--- src/rtl/ifetch_unit.sv ---
// ifetch_unit: instruction fetch stage feeding the IF/ID latch.
//   Keeps the fetch pc, issues icache reads, and handles stalls, taken
//   branch/jump redirects (including redirects that arrive while an icache
//   miss is still outstanding) and halt.
// Ports:
//   CLK, nRST                 clock, async active-low reset
//   ihit, imemload            icache hit and returned instruction word
//   dhit                      dcache hit, passed through to the IF/ID latch
//   stall                     hazard unit holds fetch
//   redirect, redirect_pc     taken control transfer and its target
//   halt                      halt observed downstream
//   imemREN, imemaddr         icache read request and address
//   fd_instr, fd_pc, fd_pcplusfour, fd_ihit, fd_dhit   IF/ID latch inputs
// Build option IFETCH_PERF_EN adds saturating counters perf_fetched and
// perf_wait (frozen once halted).
module ifetch_unit #(
  parameter logic [31:0] PC_INIT = 32'h0000_0000
) (
  input  logic        CLK,
  input  logic        nRST,
  input  logic        ihit,
  input  logic [31:0] imemload,
  input  logic        dhit,
  input  logic        stall,
  input  logic        redirect,
  input  logic [31:0] redirect_pc,
  input  logic        halt,
  output logic        imemREN,
  output logic [31:0] imemaddr,
  output logic [31:0] fd_instr,
  output logic [31:0] fd_pc,
  output logic [31:0] fd_pcplusfour,
  output logic        fd_ihit,
  output logic        fd_dhit
`ifdef IFETCH_PERF_EN
  ,
  output logic [31:0] perf_fetched,
  output logic [31:0] perf_wait
`endif
);

  localparam int unsigned XLEN = 32;

  typedef enum logic [1:0] {
    FETCH  = 2'd0,
    DRAIN  = 2'd1,
    HALTED = 2'd2
  } state_t;

  state_t            state, state_next;
  logic [XLEN-1:0]   pc, pc_next;
  logic [XLEN-1:0]   target, target_next;
  logic [XLEN-1:0]   pc_plus4;

  assign pc_plus4 = pc + XLEN'(4);

  // State, pc and saved redirect target registers
  always_ff @(posedge CLK or negedge nRST) begin
    if (!nRST) begin
      state  <= FETCH;
      pc     <= PC_INIT;
      target <= '0;
    end else begin
      state  <= state_next;
      pc     <= pc_next;
      target <= target_next;
    end
  end

  // Next-state and outputs; halt > redirect > stall > advance
  always_comb begin
    state_next    = state;
    pc_next       = pc;
    target_next   = target;
    imemREN       = 1'b1;
    imemaddr      = pc;
    fd_ihit       = 1'b0;
    fd_instr      = imemload;
    fd_pc         = pc;
    fd_pcplusfour = pc_plus4;
    fd_dhit       = dhit;

    case (state)
      FETCH: begin
        if (halt) begin
          state_next = HALTED;
        end else if (redirect) begin
          if (ihit) begin
            pc_next = redirect_pc;
          end else begin
            // outstanding miss cannot be cancelled; park the target
            target_next = redirect_pc;
            state_next  = DRAIN;
          end
        end else if (!stall && ihit) begin
          fd_ihit = nRST;
          pc_next = pc_plus4;
        end
      end
      DRAIN: begin
        if (halt) begin
          state_next = HALTED;
        end else begin
          if (redirect) begin
            target_next = redirect_pc;
          end
          // miss response is wrong-path; consume it and jump
          if (ihit) begin
            pc_next    = redirect ? redirect_pc : target;
            state_next = FETCH;
          end
        end
      end
      HALTED: begin
        imemREN = 1'b0;
      end
      default: begin
        state_next = FETCH;
      end
    endcase
  end

`ifdef IFETCH_PERF_EN
  logic count_fetch;
  logic count_wait;

  assign count_fetch = fd_ihit;
  assign count_wait  = (state != HALTED) && !ihit;

  // Saturating performance counters
  always_ff @(posedge CLK or negedge nRST) begin
    if (!nRST) begin
      perf_fetched <= '0;
      perf_wait    <= '0;
    end else begin
      if (count_fetch && (perf_fetched != '1)) begin
        perf_fetched <= perf_fetched + XLEN'(1);
      end
      if (count_wait && (perf_wait != '1)) begin
        perf_wait <= perf_wait + XLEN'(1);
      end
    end
  end
`endif

endmodule
--- config.mk ---
export PLATFORM = sky130hd
export DESIGN_NAME = ifetch_unit
export DESIGN_NICKNAME = d
export VERILOG_FILES = /design/src/rtl/ifetch_unit.sv
export SDC_FILE = /design/constraint.sdc
export NUM_CORES = 1
export LEC_CHECK = 0
export CORE_MARGIN = 1
export CORE_UTILIZATION = 40
export DETAILED_ROUTE_END_ITERATION = 8
export GPL_TIMING_DRIVEN = 0
export PLACE_DENSITY_LB_ADDON = 0.15
export SLEW_MARGIN = 20
export SYNTH_ARGS = -nofsm -noshare
export SYNTH_HDL_FRONTEND = slang
export SYNTH_SLANG_ARGS = --single-unit
--- constraint.sdc ---
create_clock -name CLK -period 2.5 [get_ports CLK]
set_clock_uncertainty 0.1 [all_clocks]
set_input_delay 0.625 -clock CLK [delete_from_list [all_inputs] [get_ports CLK]]
set_output_delay 0.625 -clock CLK [all_outputs]
set_load 0.1 [all_outputs]
# After elaboration in Yosys (flattened, before gate mapping)
# Index checks and enable logic that the tools add are counted.
# totals
regBits,66
latch_bits,0
ram_bits,0
mem_bits_ro,0
inputBits,71
out_inout_bits,131
elab_cells,48
memories,0
# op_classes
add_sub_neg,1
multipliers,0
div,0
order_cmp,0
n_eq_ne,12
shifts,0
n_mux,24
n_bitwise,1
n_reduce_logical,7
# ops
cell,n
two-way mux 32 bit,11
one-hot mux 32 bit (2 select lines),2
adder 32 x 3 -> 32 bit (second input constant),1
!= test 3 bit (second input constant),5
two-way mux 2 bit,5
!= test 2 bit (second input constant),5
one-hot mux 2 bit (3 select lines),1
AND reduction 6 bit,1
two-way mux 1 bit,5
AND reduction 5 bit,1
AND reduction 4 bit,1
== test 2 x 1 -> 1 bit (second input constant),1
== test 2 bit (second input constant),1
zero test 2 bit,1
nonzero test 2 bit,1
logical AND 1 bit,1
zero test 1 bit,1
inverter 1 bit,1

# Longest topological paths before layout
# logic_depth
word_depth,6
mapped_depth,7

# Least setup slack after synthesis
# No wires, ideal clock.
# synth_path
path_kind,input-to-output
startpoint,in halt
endpoint,out fd_ihit
arrival_ns,4.055
t_required_ns,1.775
path_slack_ns,-2.280
stages,3
n_path_buf,1
path_cell_list,or3b_1 > buf_2 > nor4bb_1
# synth_between
elab_chain_len,2
# synth_rtl
item,line,source
start: declaration,27,"input logic halt,"
two-way mux 1 bit,85,if (halt) begin
two-way mux 1 bit,83,case (state)
end: declaration,33,"output logic fd_ihit,"
# Every way passes these cells.

# Final worst setup path
# layout_path
startpoint,reg pc[4] (netlist: fd_pc[4])
endpoint,out fd_pcplusfour[31]
# layout_between
elab_chain_len,1
# layout_rtl
item,line,source
start: declaration,51,"logic [XLEN-1:0] pc, pc_next;"
start signal: assignment,65,pc <= pc_next;
adder 32 x 3 -> 32 bit,55,assign pc_plus4 = pc + XLEN'(4);
end: declaration,32,"output logic [31:0] fd_pcplusfour,"
# Every way passes these cells.

==> results.yml <==
yosys:
  synth.most_common_cell: "buf_4"
  yosys-top-cells-count: "buf_4, dfrtp_1, nand2_1"
  syn_avg_cell_area_sq_um: 9.09
  synthCells: 520
  ys_ff_latch: 66
  ys_warn_count: 0
  yosys.area.top_type: "dfrtp_1"
  synth_top_area_share_pct: 34.9
  ys_types: 62
  synth-edff-count: 0
  syn_area_sq_um: 4730
  ys_seq_area_share_pct: 34.9
  ys.flop_type: "dfrtp_1"
  synth_area_leaders: "dfrtp_1, buf_4, mux2_2"
  syn-num-nets: 592
  ys_async_sr_fraction_pct: 100
worst_setup_path:
  crit_path_max_fanout: 7
  cp_data_required_time_ns: 1.77
  criticalPathCategory: "flop to primary output"
  endpoint_kind: "primary output"
  reg2reg_depth: 7
  r2r_start: "state[0]"
  reg2reg_to: "fd_pc[22]"
  r2r_slack_ns: 0.06
  crit_arrival_ns: 2.25
  cp-start-kind: "flop"
cells_and_area:
  syn_to_final_growth_pct: 86.7
  fin_nets: 861
  drive_above_1_share_pct: 49.1
  antenna_cells: 0
sta:
  maxSlewHeadroom_pct: 35.9
  tightest_slew_ns: 0.965
  setup_viol: 25
  max_freq_mhz: 336
  rsz0062_at_grt: "true"
  period_needed_ns: 2.97
  slew_violations: 0
  hold_ws_ns: 0.0536
  fin_crit_sh_pct: 119
  fin_ws_ns: -0.473
  final_hold_viol_count: 0
clock_tree:
  cts_root_buffer: "clkbuf_16"
  tritoncts: "done"
  htree_num_levels: 3
  clk_pin_slew_worst_paths_ns: 0.06
  holdBufCountCts: 0
  ctsLongestPathBuffers: 2
  clock_sinks: 66
  insertion_delay_ns: 0.34
  numCtsBuffers: 9
run:
  maxCapViolations: 0
place:
  io_buffer_count: 168
  hpwl_microns: 11500
  dp_slack_ns: -1.51
  gp_congestion: 0.862
pwr:
  vdd_drop_max_mv: 0.508
  p_leak_nw: 3.85
  power.density_nw_per_um2: 490
floorplanning:
  coreArea_sq_um: 11500
  fp.dieW_microns: 111
  num_rows: 39
  io_pins: 202
  initial_utilization_pct: 41.2
  fp.dieH_microns: 111
  dieArea_sq_um: 12300
routing:
  vias: 5382
  dr.max_layer_used: "met4"
  wirelength_microns: 18000
  wl_met3_microns: 1220
  ant_nets: 0
  routed-wl-met2_microns: 9030
  drt-pass1-iter-count: 5
  viasPerCell: 5.74
  drtIter0Drc: 305
  wl_met1_microns: 6870
  wire_per_inst_microns: 19.2
  drc: 0
status:
  outcome: "finished, violations left"
  violations: "negative setup slack"
global_routing:
  grt_pass1_wl_microns: 26700
  grt_max_degree: 26
  grt_pass1_vias: 5230
  grt_antenna_before_repair: 0
  grt_usage_pct: 27.3
  overflow: 0
worst_hold_path:
  hp-class: "input port to async pin"
[power breakdown]
group          switching (mW)  total, mW  internal (mW)
Sequential             0.0856       1.25           1.16
Clock                   0.497       1.30          0.803
Combinational            1.24       1.78          0.537
Total                    1.83       4.33           2.50
[worst max-delay path, cell delays in order, from the launching register on]
cell and delay [ns]:
dfrtp_4 0.41, buf_8 0.12, nand4_1 0.11, buf_6 0.16, nor4_4 0.21, buf_6 0.16
nand4_1 0.23, xnor2_4 0.30, buf_12 0.20
[area by class of cell]
class,instances,area [sq um]
Sequential cell,66,1740
Fill cell,729,2640
Multi-Input combinational cell,340,3190
Timing Repair Buffer,259,2600
Clock buffer,14,254
Inverter,7,26.3
Buffer,106,796
Clock inverter,2,37.5
Tap cell,143,179
[sequential cells by signal, summed over array words and instances, names as in the netlist]
signal / cells
state: 2
fd_pc: 32
target: 32
[routing by layer]
metal,global-route usage (%),vias to the layer above
li1,-,2360
met1,33.0,2611
met2,47.1,330
met3,3.99,81
met4,14.4,0
met5,0,-
[cell usage in the layout (no fill, tap or decap), types with 19 or more instances in the layout]
cell,instances
buf_4,138
dlygate4sd2_1,69
dfrtp_1,39
clkdlybuf4s50_1,33
buf_6,31
mux2_2,31
nand2_1,27
buf_12,26
dfrtp_4,23
o21ai_0,20
xnor2_4,19
[worst max-delay path by stage]
stage	startpoint	endpoint
after global routing	fd_pc[4]	fd_pcplusfour[31]
after CTS	fd_pc[21]	fd_pcplusfour[31]
final	fd_pc[4]	fd_pcplusfour[31]
after global placement	nRST	fd_ihit
after detailed placement	fd_pc[3]	fd_pcplusfour[26]
after floorplan	fd_pc[4]	fd_pcplusfour[31]
[through the flow]
step	instance area (sq um)	power [mW]	std cells	setup TNS (ns)	utilization, %
floorplan	5430	2.52	520	-11.54	-
global placement	7290	2.89	831	-170.44	63.6
detailed placement	7320	2.92	832	-48.03	63.8
CTS	8330	4.23	891	-6.75	72.7
global route	8830	4.42	937	-8.39	77.0
finish	8830	4.33	937	-7.06	77.0
[cells by family (layout without fill, tap and decap cells)]
logic type	after synthesis	in the layout	share of synthesized area [%]
adder cells (fa/ha/maj)	1	1	0.265
flip-flops	66	66	34.9
AO/OA/AOI/OAI	95	95	14.3
buffers and inverters	114	388	15.2
XOR/XNOR	26	26	4.82
multiplexers	49	49	11.2
AND/OR/NAND/NOR	169	169	19.3
[timing repair]
item                       CTS  global route
resized for setup          442            95
buffers inserted            43            51
setup endpoints to repair  146            56
gates cloned                 1             0
pin swaps                   26            45
Note: power is estimated with default switching activity, not from simulation.
==> variant (config.mk and constraints unchanged) <==
Add a define of `IFETCH_PERF_EN`.
--- a/src/rtl/ifetch_unit.sv
+++ b/src/rtl/ifetch_unit.sv
@@ -13,6 +13,8 @@
 //   fd_instr, fd_pc, fd_pcplusfour, fd_ihit, fd_dhit   IF/ID latch inputs
 // Build option IFETCH_PERF_EN adds saturating counters perf_fetched and
 // perf_wait (frozen once halted).
+`define IFETCH_PERF_EN
+
 module ifetch_unit #(
   parameter logic [31:0] PC_INIT = 32'h0000_0000
 ) (
Behaviour (old outputs only; new: perf_fetched and perf_wait): unchanged (Yosys induction, for registers that start in step).
==> variant against the unedited design <==
- the run still ends with setup timing left
- largest cell class is now multi-input gates
- combinational power grew to 4.7 times the old value
- power increased to 3.3 times the old value
- area after synthesis rose by 60%
- sequential share of layout area grew 6.6 points
- routed wire length up 43%
- setup slack got worse by 0.013 ns
- sequential cell count up 64
- synthesized cell count increased by 51%
- first-iteration DRC count increased by 64%
- final area rose by 46%
- cell count grew 48%
- highest routed layer unchanged
==> variant: results (changes against the unedited design) <==
ranking of synthesized cells by area = dfrtp_1, buf_4, xnor2_1
Mapped Area = 0.00756 mm² (+60%)
pre-CTS WS = -1.74 ns (-0.232 ns)
final setup margin = -0.486 ns (-0.0133 ns)
met1 Track Usage GR = 33.0% (about the same)
syn_nets = 857 (+45%)
post-CTS setup buffers = 52 (+21%)
clock network area share = 4.95% (+1.7 points)
post-synthesis sequential area ratio = 43.1% (+8.1 points)
largest net degree at the start of global routing = 35 (+35%)
Setup violations, final = 26 (+4.0%)
setup TNS = -7.66 ns (-0.602 ns)
failing checks = setup timing
multiplexer share of the synthesized area = 5.90% (-5.3 points)
Layout non-clock buf frac = 32.3% (-6.2 points)
Reg area = 0.00339 mm² (+95%)
Synth top cells by count = dfrtp_1, buf_4, nand2_1
Buffers, non-clock = 443 (+21%)
number of multi-input logic gates = 539 (+59%)
global-route usage over all layers = 26.0% (-1.4 points)
M3 GR Usage = 5.30% (+1.3 points)
outcome = finished with violations
WL/cell = 18.5 µm (-3.3%)
Seq cells = 130 (+97%)
Hold WS = 0.0586 ns (+0.00496 ns)
share of cells above drive strength 1 = 42.8% (-6.3 points)
Initial DRC Count = 501 (+64%)
internal reg-to-reg setup slack = 0.08 ns (+0.02 ns)
Int Pwr = 6.98 mW (+180%)
Post-DP Area = 0.0109 mm² (+49%)
Placer Congestion = 0.835 (-3.1%)
Netlist cell types = 61 (-1.6%)
clkbuf count = 22 (+8)
multi-input gate share of total cell area = 33.8% (-2.4 points)
Worst IR Drop VDD = 1.31 mV (+160%)
post-route cell area = 0.0129 mm² (+46%)
Clk Latency, worst-skew pair = 0.41 ns (+0.07 ns)
Synth Area in Adders = 0.497% (+0.23 points)
Placed Cells = 1,244 (+50%)
RR Endpoint = fd_pc[23]
CTS buffer count = 17 (+8)
first-pass GRT wire length = 39,200 µm (+47%)
met2 WL = 12,700 µm (+41%)
normalized max-slew margin = 33.9% (-2.0 points)
vias per inst = 5.41 (-5.8%)
Non-Filler Instances = 1,386 (+48%)
Synth Area in Compound Gates = 9.49% (-4.8 points)
Synth Area per Inst = 9.65 µm² (+6.1%)
Inverters excl. clock = 13 (+6)
post-CTS sizing = 572 (+29%)
met2 capacity usage during global routing = 43.7% (-3.4 points)
Reg2Reg Depth = 6 (-1)
Critical Path Sink = fd_pcplusfour[29]
Clock H-tree levels = 4 (+1)
crit path from = fd_pc[12]
I/O Buffers = 231 (+38%)
==> variant: changes by cell type in the layout (fill, tap and decap cells not counted), moves of 14 or more <==
cell | before | now
clkbuf_2 | 17 | 33
xnor2_1 | 0 | 41
nand4_1 | 14 | 35
and3_1 | 1 | 26
nand3_1 | 15 | 41
a21oi_1 | 12 | 35
o21ai_0 | 20 | 36
dfrtp_1 | 39 | 70
nand2_1 | 27 | 62
dlygate4sd2_1 | 69 | 92
dfrtp_2 | 4 | 35
mux2i_1 | 18 | 4
nor2_1 | 18 | 40
clkdlybuf4s15_2 | 12 | 37
==> variant: power groups by stage <==
stage	clock network (mW)	registers [mW]	logic (mW)
2_1_floorplan	0	4.74	4.35
6_report	2.70	3.26	8.36
3_5_place_dp	0	3.36	7.33
3_3_place_gp	0	3.35	7.28
4_1_cts	2.74	3.35	7.67
5_1_grt	2.83	3.32	8.63
